[config.mk]
export PLATFORM = sky130hd
export DESIGN_NAME = omp_frame_scheduler
export DESIGN_NICKNAME = d
export VERILOG_FILES = /design/src/rtl/omp_frame_scheduler.sv
export SDC_FILE = /design/constraint.sdc
export NUM_CORES = 1
export LEC_CHECK = 0
export BUFFER_PORTS_ARGS = -buffer_cell sky130_fd_sc_hd__buf_2
export CAP_MARGIN = 20
export CORE_UTILIZATION = 52
export CTS_CLUSTER_DIAMETER = 150
export DETAILED_ROUTE_END_ITERATION = 7
export PLACE_DENSITY = 0.86
export SKIP_CTS_REPAIR_TIMING = 1
export SLEW_MARGIN = 20
export SYNTH_ARGS = -nofsm -noshare
export SYNTH_HDL_FRONTEND = slang
export SYNTH_SLANG_ARGS = --single-unit
[constraint.sdc]
create_clock -name clk -period 2.1 [get_ports clk]
set_input_delay 0.42 -clock clk [delete_from_list [all_inputs] [get_ports clk]]
set_output_delay 0.42 -clock clk [all_outputs]
set_load 0.01 [all_outputs]
[src/rtl/omp_frame_scheduler.sv]
`default_nettype none
// omp_frame_scheduler: packs SPI measurement bytes into a ping-pong buffer and
// hands each completed frame to the OMP solver through a start/done handshake.
module omp_frame_scheduler #(
  parameter int N_MEAS = 64,
  parameter int DATA_W = 8,
  parameter int IDX_W  = 6
) (
  input  logic              clk,
  input  logic              rst,
  input  logic              rx_valid,
  input  logic [DATA_W-1:0] rx_data,
  input  logic              rx_frame_start,
  input  logic              rx_frame_end,
  output logic              buf_we,
  output logic [IDX_W:0]    buf_waddr,
  output logic [DATA_W-1:0] buf_wdata,
  output logic              solver_start,
  output logic              solver_bank,
  input  logic              solver_done,
  output logic              busy,
  output logic              overrun,
  output logic              len_err,
  input  logic              err_clr,
  output logic [15:0]       frame_count
);

  typedef enum logic [1:0] {
    W_IDLE = 2'd0,
    W_FILL = 2'd1,
    W_DROP = 2'd2
  } wstate_t;

  typedef enum logic {
    S_IDLE = 1'b0,
    S_RUN  = 1'b1
  } sstate_t;

  wstate_t           w_state, w_state_nxt;
  sstate_t           s_state, s_state_nxt;
  logic [1:0]        full, full_set, full_clr;
  logic              wb, wb_nxt;
  logic              rb, rb_nxt;
  logic [IDX_W-1:0]  idx, idx_nxt;
  logic              drop_long, drop_long_nxt;
  logic              we_nxt;
  logic [IDX_W:0]    waddr_nxt;
  logic [DATA_W-1:0] wdata_nxt;
  logic              start_nxt;
  logic              bank_nxt;
  logic [15:0]       count_nxt;
  logic              set_overrun, set_len_err;
  logic              done_run, bank_free, last_byte;

  assign done_run  = (s_state == S_RUN) && solver_done;
  // A bank released by the solver in this very cycle may be claimed at once.
  assign bank_free = !full[wb] || (done_run && (rb == wb));
  assign last_byte = (idx == IDX_W'(N_MEAS - 1));
  assign busy      = (w_state == W_FILL) || (s_state == S_RUN);

  // Write side: frame framing, byte packing and error detection.
  always_comb begin
    w_state_nxt   = w_state;
    idx_nxt       = idx;
    wb_nxt        = wb;
    drop_long_nxt = drop_long;
    we_nxt        = 1'b0;
    waddr_nxt     = {wb, idx};
    wdata_nxt     = rx_data;
    set_overrun   = 1'b0;
    set_len_err   = 1'b0;
    full_set      = 2'b00;
    case (w_state)
      W_IDLE: begin
        if (rx_frame_start) begin
          if (bank_free) begin
            idx_nxt     = '0;
            w_state_nxt = W_FILL;
          end else begin
            set_overrun   = 1'b1;
            drop_long_nxt = 1'b0;
            w_state_nxt   = W_DROP;
          end
        end
      end
      W_FILL: begin
        if (rx_frame_start) begin
          idx_nxt     = '0;
          set_len_err = 1'b1;
        end else begin
          if (rx_valid) begin
            we_nxt  = 1'b1;
            idx_nxt = idx + 1'b1;
            if (last_byte) begin
              full_set      = wb ? 2'b10 : 2'b01;
              wb_nxt        = !wb;
              drop_long_nxt = 1'b1;
              w_state_nxt   = W_DROP;
            end
          end
          // Frame end is evaluated after any byte arriving in the same cycle.
          if (rx_frame_end) begin
            w_state_nxt = W_IDLE;
            if (!(rx_valid && last_byte)) begin
              set_len_err = 1'b1;
              idx_nxt     = '0;
            end
          end
        end
      end
      W_DROP: begin
        if (rx_valid && drop_long) set_len_err = 1'b1;
        if (rx_frame_end) w_state_nxt = W_IDLE;
      end
      default: w_state_nxt = W_IDLE;
    endcase
  end

  // Solver side: with the other bank already full, the next start is chained
  // directly off solver_done so back-to-back runs lose only one cycle.
  always_comb begin
    s_state_nxt = s_state;
    rb_nxt      = rb;
    start_nxt   = 1'b0;
    bank_nxt    = solver_bank;
    full_clr    = 2'b00;
    count_nxt   = frame_count;
    case (s_state)
      S_IDLE: begin
        if (full[rb]) begin
          start_nxt   = 1'b1;
          bank_nxt    = rb;
          s_state_nxt = S_RUN;
        end
      end
      S_RUN: begin
        if (solver_done) begin
          full_clr  = rb ? 2'b10 : 2'b01;
          rb_nxt    = !rb;
          count_nxt = frame_count + 16'd1;
          if (full[!rb]) begin
            start_nxt = 1'b1;
            bank_nxt  = !rb;
          end else begin
            s_state_nxt = S_IDLE;
          end
        end
      end
      default: s_state_nxt = S_IDLE;
    endcase
  end

  always_ff @(posedge clk) begin
    if (rst) begin
      w_state      <= W_IDLE;
      s_state      <= S_IDLE;
      full         <= 2'b00;
      wb           <= 1'b0;
      rb           <= 1'b0;
      idx          <= '0;
      drop_long    <= 1'b0;
      buf_we       <= 1'b0;
      buf_waddr    <= '0;
      buf_wdata    <= '0;
      solver_start <= 1'b0;
      solver_bank  <= 1'b0;
      overrun      <= 1'b0;
      len_err      <= 1'b0;
      frame_count  <= 16'd0;
    end else begin
      w_state      <= w_state_nxt;
      s_state      <= s_state_nxt;
      full         <= (full & ~full_clr) | full_set;
      wb           <= wb_nxt;
      rb           <= rb_nxt;
      idx          <= idx_nxt;
      drop_long    <= drop_long_nxt;
      buf_we       <= we_nxt;
      buf_waddr    <= waddr_nxt;
      buf_wdata    <= wdata_nxt;
      solver_start <= start_nxt;
      solver_bank  <= bank_nxt;
      // A new error event outranks a simultaneous clear.
      overrun      <= (overrun & ~err_clr) | set_overrun;
      len_err      <= (len_err & ~err_clr) | set_len_err;
      frame_count  <= count_nxt;
    end
  end

endmodule
`default_nettype wire

==> results of run 1 <==
[report_power, final]
group / switching [µW] / total (µW) / internal [µW]
Sequential: 16.0 / 995 / 979
Clock: 302 / 537 / 235
Combinational: 199 / 338 / 138
Total: 517 / 1870 / 1350
[metrics by stage]
| step | utilization, % | setup slack (ns) | area (µm²) | hold slack [ns] |
|---|---|---|---|---|
| 6_report | 65.1 | 0.150 | 2470 | 0.322 |
| 3_5_place_dp | 62.8 | 0.254 | 2390 | 0.459 |
| 2_1_floorplan | - | 0.427 | 2120 | 0.431 |
| 4_1_cts | 65.1 | 0.155 | 2470 | 0.313 |
| 5_1_grt | 65.1 | 0.0735 | 2470 | 0.327 |
| 3_3_place_gp | 62.8 | 0.329 | 2390 | 0.455 |
[path summary, 6_finish.rpt]
kind	slack, ns	depth (start not counted)	start	endpoint
worst max-delay path	0.15	4	w_state[1]	busy
worst min-delay path	0.32	2	rx_data[5]	buf_wdata[5]
worst max register to register	0.21	7	w_state[0]	idx[3]
worst min register to register	0.47	2	len_err	len_err
[metal layers]
layer | GRT usage (%) | share of wire, % | up-vias
met5 | 0 | 0 | -
met2 | 34.3 | 48 | 45
li1 | - | - | 900
met4 | 9.24 | 1.6 | 0
met1 | 23.4 | 45 | 834
met3 | 5.52 | 4.8 | 7
[placed cells by master (no fill, tap or decap), types with 2 or more instances in the layout]
master,n
buf_2,51
dfxtp_1,50
nor2_1,26
a21oi_1,15
nand2_1,14
nor2b_1,13
xor2_1,11
inv_1,9
and3_1,7
nand3_1,7
nand4_1,6
o21ai_0,6
or3_1,6
ha_1,5
clkbuf_8,5
nand2b_1,4
and4_1,3
o21a_1,3
xnor2_1,3
a221oi_1,2
nor3_1,2
o221ai_1,2
a31o_2,2
[critical path, delay by kind of cell, from the launching register on]
family / cells / cell delay, ns
adder cells (fa/ha/maj): 1 / 0.32
AND/OR/NAND/NOR: 1 / 0.34
flip-flops: 1 / 0.36
buffers and inverters: 2 / 0.22
[layout make-up]
cell class,count,area [µm²]
repair buffers,52,263
clock buffers,6,72.6
multi-input cells,162,1030
well taps,48,60.1
flip-flops and latches,50,1000
fillers,317,1330
inverters,9,33.8
clock inverters,2,13.8
[registers in the layout, indices dropped and copies added, names as in the netlist]
signal,count
drop_long,1
buf_we,1
frame_count,16
buf_wdata,8
full,2
len_err,1
idx,6
solver_bank,1
w_state,2
overrun,1
rb,1
s_state,1
solver_start,1
buf_waddr,7
wb,1
[logic make-up (layout without fill, tap and decap cells)]
logic type	count (synthesis)	count (layout)
compound gates	43	43
xor+xnor	14	14
fa+ha+maj	5	5
buf+inv	20	69
flops	50	50
mux	2	2
simple gates	98	98
==> summary.txt, run 1 <==
Most frequent cell after synthesis -> dfxtp_1
Leak Pwr -> 0.00108 µW
Crit path DAT -> 1.53 ns
Setup Crit Path Kind -> reg -> out
GPL Wtd Cong -> 0.879
Mean Syn Cell Area -> 9.16 µm²
Fmax -> 513 MHz
Worst path required time -> 1.68 ns
Final Setup Violations -> 0
First-pass GRT wire length -> 6670 µm
Finished Layout Cells -> 329
TritonCTS buffer count -> 5
IO Count -> 52
Top-area cell type share of the netlist area -> 47.1%
Detailed router's first-iteration violation count -> 110
FF+latch count, synth -> 50
Number of flops mapped to enable cells by yosys -> 0
Post-Syn Instances -> 232
Cells along the critical path -> inv_1 > ha_1 > or2_2 > buf_2
CTS clk-pin slew, worst paths -> 0.08 ns
Post-route ant nets -> 0
Vias in the first global route -> 1,591
Hold Path Class -> in -> reg
Worst Skew -> 0.00741 ns
Vias per cell -> 5.43
Post-Synth XOR/XNOR Area -> 5.77%
CP Capture Type -> output pin
DIE WIDTH -> 65.9 µm
Worst-Skew Late Latency -> 0.30 ns
Simple-gate share of the synthesized area -> 24.8%
Synth Area in Compound Gates -> 14.0%
Cell variety after synth -> 52
DRC violations left -> 0
CP startpoint kind -> register
Port-buffer cells -> 51
Pin count of the biggest net entering global routing -> 45
Slew @ Worst Pin -> 0.441 ns
Root Driver -> clkbuf_8
CTS tree -> done
Die footprint -> 4350 µm²
Post-Syn Area -> 2120 µm²
Slowest cell on crit path -> dfxtp_1
H-tree depth -> 2
Die span in y -> 65.9 µm
Pwr/cell area -> 756 nW/µm²
Sink Count -> 50
Net Count, Synth -> 252
Nets -> 300
Peak supply drop -> 0.000491 V
Top FF cell, synth -> dfxtp_1
Sum of negative setup slack -> 0 ns
Post-Synth Adder-Cell Area -> 2.94%
Share of layout cells above drive strength 1 -> 23.8%
Slew HR -> 70.6%
Cell total after placement -> 321
Unrepaired setup endpoints after global routing -> no
Layout area overhead -> 16.4%
# rows -> 22
Status -> finished clean
Synth area leaders -> dfxtp_1 47%, nor2_1 4.6%, xor2_1 4.5%, nor2b_1 3.8%, a21oi_1 3.5%
N_diodes -> 0
Period utilization -> 92.8%
Seq/Total Area, Yosys -> 47.1%
CP max FO -> 11
WL/cell -> 12.4 µm
Core Area -> 3800 µm²
Largest stage delay, worst path -> 0.36 ns
Post-synthesis mux area share -> 1.00%
Maximum capacitance violations -> 0
Initial antenna violation count -> 0
Largest area contributor in the netlist -> dfxtp_1
Commonest cells post-synth -> 50 x dfxtp_1, 26 x nor2_1, 15 x a21oi_1
Total Power -> 1870 µW
Total grt overflow -> 0
Routed WL -> 4090 µm
Combinational family with the most area after synthesis -> simple AND/OR/NAND/NOR gates
Max clock buf depth -> 2
Hpwl dp -> 2940 µm
All-Layer GR Usage -> 20.2%
Final Hold Viols -> 0
Slew Viols, Final -> 0
Vias -> 1,786
Initial Utilization -> 55.9%
Minimum clock period -> 1.95 ns
Router iterations before antenna repair -> 6
Async SR Flop Fraction -> 0%
Synth warn -> 0
No activity file was read; power rests on OpenSTA's default activity.
==> inputs of run 2 (changes only) <==
--- a/config.mk
+++ b/config.mk
@@ -5,12 +5,14 @@
 export SDC_FILE = /design/constraint.sdc
 export NUM_CORES = 1
 export LEC_CHECK = 0
+export ABC_AREA = 1
 export BUFFER_PORTS_ARGS = -buffer_cell sky130_fd_sc_hd__buf_2
-export CAP_MARGIN = 20
-export CORE_UTILIZATION = 52
+export CAP_MARGIN = 40
+export CORE_UTILIZATION = 53
+export CTS_BUF_LIST = sky130_fd_sc_hd__clkbuf_4 sky130_fd_sc_hd__clkbuf_8 sky130_fd_sc_hd__clkbuf_16
 export CTS_CLUSTER_DIAMETER = 150
 export DETAILED_ROUTE_END_ITERATION = 7
-export PLACE_DENSITY = 0.86
+export PLACE_DENSITY = 0.87
 export SKIP_CTS_REPAIR_TIMING = 1
 export SLEW_MARGIN = 20
 export SYNTH_ARGS = -nofsm -noshare
==> run 2 against run 1 <==
Compared with the run above:
- flip-flop and latch count unchanged
- global-route usage up 1.3 points
- critical path depth up 1
==> summary.txt, run 2 <==
DRC violations left -> 0
Crit path to -> busy
All-Layer GR Usage -> 21.5%
Port-buffer cells -> 51
WL/cell -> 10.7 µm
Layout area overhead -> 18.2%
Pin count of the biggest net entering global routing -> 28
Hold Path Class -> in -> reg
H-tree depth -> 2
Net Count, Synth -> 350
Core Area -> 4060 µm²
Top FF cell, synth -> dfxtp_1
Sink Count -> 50
Post-route ant nets -> 0
Largest stage delay, worst path -> 0.32 ns
# rows -> 23
Dpl ws -> 0.453 ns
FF+latch count, synth -> 50
Unrepaired setup endpoints after global routing -> no
Number of flops mapped to enable cells by yosys -> 0
Final Setup Violations -> 0
Total Power -> 2360 µW
Most frequent cell after synthesis -> nand2_1
Worst Setup SP -> w_state[1]
Die span in y -> 67.7 µm
Cell variety after synth -> 29
Vias -> 2,175
Detailed router's first-iteration violation count -> 117
Finished Layout Cells -> 435
Nets -> 404
Cells on worst reg2reg path -> 9
Crit path DAT -> 1.32 ns
Most common cell after layout, fill and taps aside -> nand2_1
Total grt overflow -> 0
Pwr/cell area -> 875 nW/µm²
Placed inst area -> 2590 µm²
Routed WL -> 4640 µm
Fmax -> 574 MHz
N_diodes -> 0
Final Hold Viols -> 0
Maximum capacitance violations -> 0
CP startpoint kind -> register
Top-area cell type share of the netlist area -> 43.8%
Synth warn -> 0
Non-Filler Cell Area, Final -> 2700 µm²
RR Startpoint -> w_state[1]
Sum of negative setup slack -> 0 ns
Minimum clock period -> 1.74 ns
Router iterations before antenna repair -> 4
Worst path required time -> 1.68 ns
GPL Wtd Cong -> 0.897
Root Driver -> clkbuf_8
Post-Syn Instances -> 330
Max reg flops -> 16
Cell total after placement -> 427
Worst Skew -> 0.00857 ns
Period utilization -> 82.9%
Async SR Flop Fraction -> 0%
Mean Syn Cell Area -> 6.92 µm²
CTS tree -> done
Peak supply drop -> 0.000525 V
Slew Viols, Final -> 0
Synth area leaders -> dfxtp_1 44%, nand2_1 12%, nor2_1 9.7%, inv_1 7.4%, o21ai_0 4.6%
Worst R2R End -> idx[3]
Slowest cell on crit path -> dfxtp_1
CTS clk-pin slew, worst paths -> 0.09 ns
Largest area contributor in the netlist -> dfxtp_1
Most used cell, CP -> inv_1
Commonest cells post-synth -> 73 x nand2_1, 59 x nor2_1, 50 x dfxtp_1
Worst-Skew Late Latency -> 0.30 ns
Slew @ Worst Pin -> 0.443 ns
Leak Pwr -> 0.00129 µW
Vias per cell -> 5.00
DIE WIDTH -> 67.7 µm
Largest registers -> frame_count: 16 flops, buf_wdata: 8 flops, buf_waddr: 7 flops
Slew HR -> 70.4%
Setup Crit Path Kind -> reg -> out
Reg with most FFs -> frame_count
IO Count -> 52
Post-route setup slack -> 0.359 ns
Post-Syn Area -> 2280 µm²
TritonCTS buffer count -> 5
R2R setup slack -> 0.41 ns
Share of layout cells above drive strength 1 -> 18.4%
Status -> finished clean
Seq/Total Area, Yosys -> 43.8%
Fillers -> 353
CP Capture Type -> output pin
Vias in the first global route -> 1,737
Max clock buf depth -> 2
Most frequent cells in the layout -> 73 x nand2_1, 59 x nor2_1, 51 x buf_2
First-pass GRT wire length -> 7520 µm
CP max FO -> 8
Cells along the critical path -> inv_1 > ha_1 > inv_1 > nand2_1 > buf_2
Initial antenna violation count -> 0
Initial Utilization -> 56.3%
Die footprint -> 4580 µm²
Hpwl dp -> 3410 µm
run 2: cell count changes in the layout (fill, tap and decap cells not counted), sizes merged, moves of 3 or more:
cell | previous run | this run
xor2 | 11 | 1
and3 | 7 | 0
nor2b | 13 | 0
nand2b | 4 | 0
nor3 | 2 | 7
nor2 | 26 | 60
o21ai | 7 | 21
and4 | 3 | 0
or3 | 6 | 0
inv | 9 | 48
o21a | 3 | 0
a21oi | 15 | 19
nand3 | 8 | 20
nand2 | 14 | 76
run 2: logic make-up (layout without fill, tap and decap cells):
logic type,Yosys count,after routing,synth area share [%]
buffers and inverters,55,110,9.64
AOI/OAI and AO/OA,45,45,10.4
DFF,50,50,43.8
xor gates and xnor gates,3,3,1.15
adders and majority gates,5,5,2.74
and+or+nand+nor,172,172,32.3
run 2: critical path, delay by kind of cell, from the launching register on:
family / cells / cell delay [ns]
adder cells (fa/ha/maj): 1 / 0.30
buffers and inverters: 3 / 0.33
flip-flops: 1 / 0.32
AND/OR/NAND/NOR: 1 / 0.07
run 2: final cells by class:
cell class,count,area [µm²],area share (%)
Sequential cell,50,1000,37.1
Inverter,48,183,6.76
Tap cell,50,62.6,2.32
Clock buffer,5,68.8,2.55
Clock inverter,3,45.0,1.67
Multi-Input combinational cell,225,1060,39.4
Timing Repair Buffer,54,278,10.3
run 2: per-layer routing:
layer	up-vias	wire length, µm	track usage, %
met4	0	70	7.98
met5	-	0	0
met1	976	2230	29.1
li1	1140	-	-
met3	8	193	4.39
met2	51	2150	33.5
run 2: power breakdown:
part	internal (µW)	switching, µW
sequential	1030	51.2
clock	354	319
combinational	216	391
total	1600	761
run 2: worst min path at each step:
stage,end,start,cells after the start
2_1_floorplan,buf_waddr[4],idx[4],2
3_3_place_gp,overrun,overrun,2
3_5_place_dp,len_err,len_err,2
4_1_cts,buf_wdata[0],rx_data[0],3
5_1_grt,buf_wdata[7],rx_data[7],3
6_report,buf_wdata[0],rx_data[0],3
run 2: metrics by stage:
step	hold slack [ns]	utilization, %
global placement	0.450	63.8
floorplan	0.425	-
global route	0.313	66.6
finish	0.310	66.6
detailed placement	0.460	63.8
CTS	0.304	66.6
==> inputs of run 3 (changes only) <==
--- a/config.mk
+++ b/config.mk
@@ -5,14 +5,14 @@
 export SDC_FILE = /design/constraint.sdc
 export NUM_CORES = 1
 export LEC_CHECK = 0
-export ABC_AREA = 1
+export ABC_AREA = 0
 export BUFFER_PORTS_ARGS = -buffer_cell sky130_fd_sc_hd__buf_2
 export CAP_MARGIN = 40
-export CORE_UTILIZATION = 53
+export CORE_UTILIZATION = 52
 export CTS_BUF_LIST = sky130_fd_sc_hd__clkbuf_4 sky130_fd_sc_hd__clkbuf_8 sky130_fd_sc_hd__clkbuf_16
 export CTS_CLUSTER_DIAMETER = 150
 export DETAILED_ROUTE_END_ITERATION = 7
-export PLACE_DENSITY = 0.87
+export PLACE_DENSITY = 0.86
 export SKIP_CTS_REPAIR_TIMING = 1
 export SLEW_MARGIN = 20
 export SYNTH_ARGS = -nofsm -noshare
==> constraint.sdc (replaced) <==
create_clock -name clk -period 1.7 [get_ports clk]
set_input_delay 0.34 -clock clk [delete_from_list [all_inputs] [get_ports clk]]
set_output_delay 0.34 -clock clk [all_outputs]
set_load 0.01 [all_outputs]
==> run 3 against run 2 <==
Compared with the run above:
- count of clock-buffer cells in the layout grew 1
- wire length decreased by 8.5%
- largest power group unchanged
- non-clock buffer count up 14
- largest cell class unchanged
- critical path type is now reg -> reg
- flip-flop and latch count is the same
- critical endpoint is now idx[3]
- total power grew 10%
==> summary.txt, run 3 (synthesis gave the netlist of run 1 again) <==
Finished Layout Cells -> 344
Slew Viols, Final -> 0
Initial Utilization -> 55.9%
Slowest cell on crit path -> dfxtp_2
CP startpoint kind -> register
Final Setup Violations -> 0
Cells along the critical path -> inv_1 > ha_4 > buf_4 > nor2b_1 > o22a_1 > a31o_2 > nor2_1 > mux2_2
Worst Skew -> 0.00329 ns
Total grt overflow -> 0
Core Area -> 3800 µm²
Buffers & Inverters on Critical Path -> 2
WL/cell -> 12.3 µm
DRC violations left -> 0
First-pass GRT wire length -> 6870 µm
Pin count of the biggest net entering global routing -> 20
All-Layer GR Usage -> 20.4%
Max reg flops -> 16
Peak supply drop -> 0.000639 V
Hold Path Class -> in -> reg
Hpwl dp -> 3000 µm
Port-buffer cells -> 51
Post-route setup slack -> 0.0376 ns
Vias in the first global route -> 1,588
Crit path DAT -> 1.85 ns
Post-route ant nets -> 0
Max clock buf depth -> 2
Cell total after placement -> 334
Initial antenna violation count -> 0
Die span in y -> 65.9 µm
# rows -> 22
Fmax -> 602 MHz
Sink Count -> 50
Most frequent cells in the layout -> 51 x buf_2, 46 x dfxtp_1, 26 x nor2_1
Root Driver -> clkbuf_8
Most common cell after layout, fill and taps aside -> buf_2
H-tree depth -> 2
TritonCTS buffer count -> 5
Vias -> 1,853
Share of layout cells above drive strength 1 -> 30.7%
Final Hold Viols -> 0
DIE WIDTH -> 65.9 µm
N_diodes -> 0
Period utilization -> 97.8%
Total Power -> 2610 µW
Slew HR -> 77.3%
Fillers -> 292
Pwr/cell area -> 982 nW/µm²
Leak Pwr -> 0.00117 µW
GPL Wtd Cong -> 0.817
Vias per cell -> 5.39
Maximum capacitance violations -> 0
Slew @ Worst Pin -> 0.336 ns
CTS clk-pin slew, worst paths -> 0.08 ns
Largest stage delay, worst path -> 0.36 ns
CP top delay family -> flip-flops
Setup Crit Path Kind -> reg -> reg
Nets -> 316
CP Capture Type -> register
Minimum clock period -> 1.66 ns
Dpl ws -> 0.00297 ns
IO Count -> 52
Worst-Skew Late Latency -> 0.29 ns
Detailed router's first-iteration violation count -> 101
CTS tree -> done
Reg with most FFs -> frame_count
Die footprint -> 4350 µm²
Routed WL -> 4240 µm
Status -> finished clean
Largest registers -> frame_count: 16 flops, buf_wdata: 8 flops, buf_waddr: 7 flops
CP max FO -> 6
Worst path required time -> 1.89 ns
Router iterations before antenna repair -> 4
Layout area overhead -> 25.1%
run 3: cell types whose count changed in the layout (fill, tap and decap cells not counted), sizes merged, moves of 4 or more:
cell    previous run  this run
nor3               7         2
nand3             20         8
and3               0         7
o21ai             21         7
inv               48         9
nand2             76        14
buf               54        68
nand2b             0         4
nor2b              0        13
a21oi             19        15
or3                0         6
xor2               1        11
nor2              60        26
run 3: cell type report:
class | instances | area [µm²] | area share, %
inverter | 9 | 33.8 | 1.27
tap | 48 | 60.1 | 2.26
multi-input combinational | 162 | 1060 | 40.0
sequential | 50 | 1010 | 37.9
timing repair buffer | 68 | 383 | 14.4
clock buffer | 6 | 82.6 | 3.11
clock inverter | 1 | 30.0 | 1.13
run 3: final timing paths:
kind | start | to | slack (ns) | depth (start not counted)
setup / recovery | w_state[0] | idx[3] | 0.04 | 8
setup reg to reg | w_state[0] | idx[3] | 0.04 | 8
hold reg to reg | len_err | len_err | 0.47 | 2
hold / removal | rx_data[3] | buf_wdata[3] | 0.26 | 2
run 3: power breakdown:
| part | total (µW) | internal [µW] | switching (µW) | leakage, µW |
|---|---|---|---|---|
| sequential | 1240 | 1210 | 24.0 | 0.000407 |
| clock | 835 | 471 | 364 | 0.0000573 |
| combinational | 538 | 258 | 279 | 0.000708 |
run 3: per-stage QoR:
step	utilization, %	area (µm²)	TNS (ns)	hold WS, ns
2_1_floorplan	-	2120	0	0.431
3_3_place_gp	65.4	2480	0	0.449
3_5_place_dp	65.4	2480	0	0.461
4_1_cts	68.4	2600	-0.157	0.250
5_1_grt	70.0	2660	-0.0235	0.239
6_report	70.0	2660	0	0.255
run 3: worst reg2reg max path: cells and delay by family, from the launching register on:
kind	cells	cell delay (ns)
compound gates	2	0.35
fa+ha+maj	1	0.20
buf+inv	2	0.24
flops	1	0.36
mux	1	0.26
simple gates	2	0.16
run 3: metal layers:
layer  vias up  routed length [µm]  track usage (%)
li1        931                   -                -
met1       865                1970             26.0
met2        53                2050             33.9
met3         4                 206             5.17
met4         0                  21             4.89
met5         -                   0                0
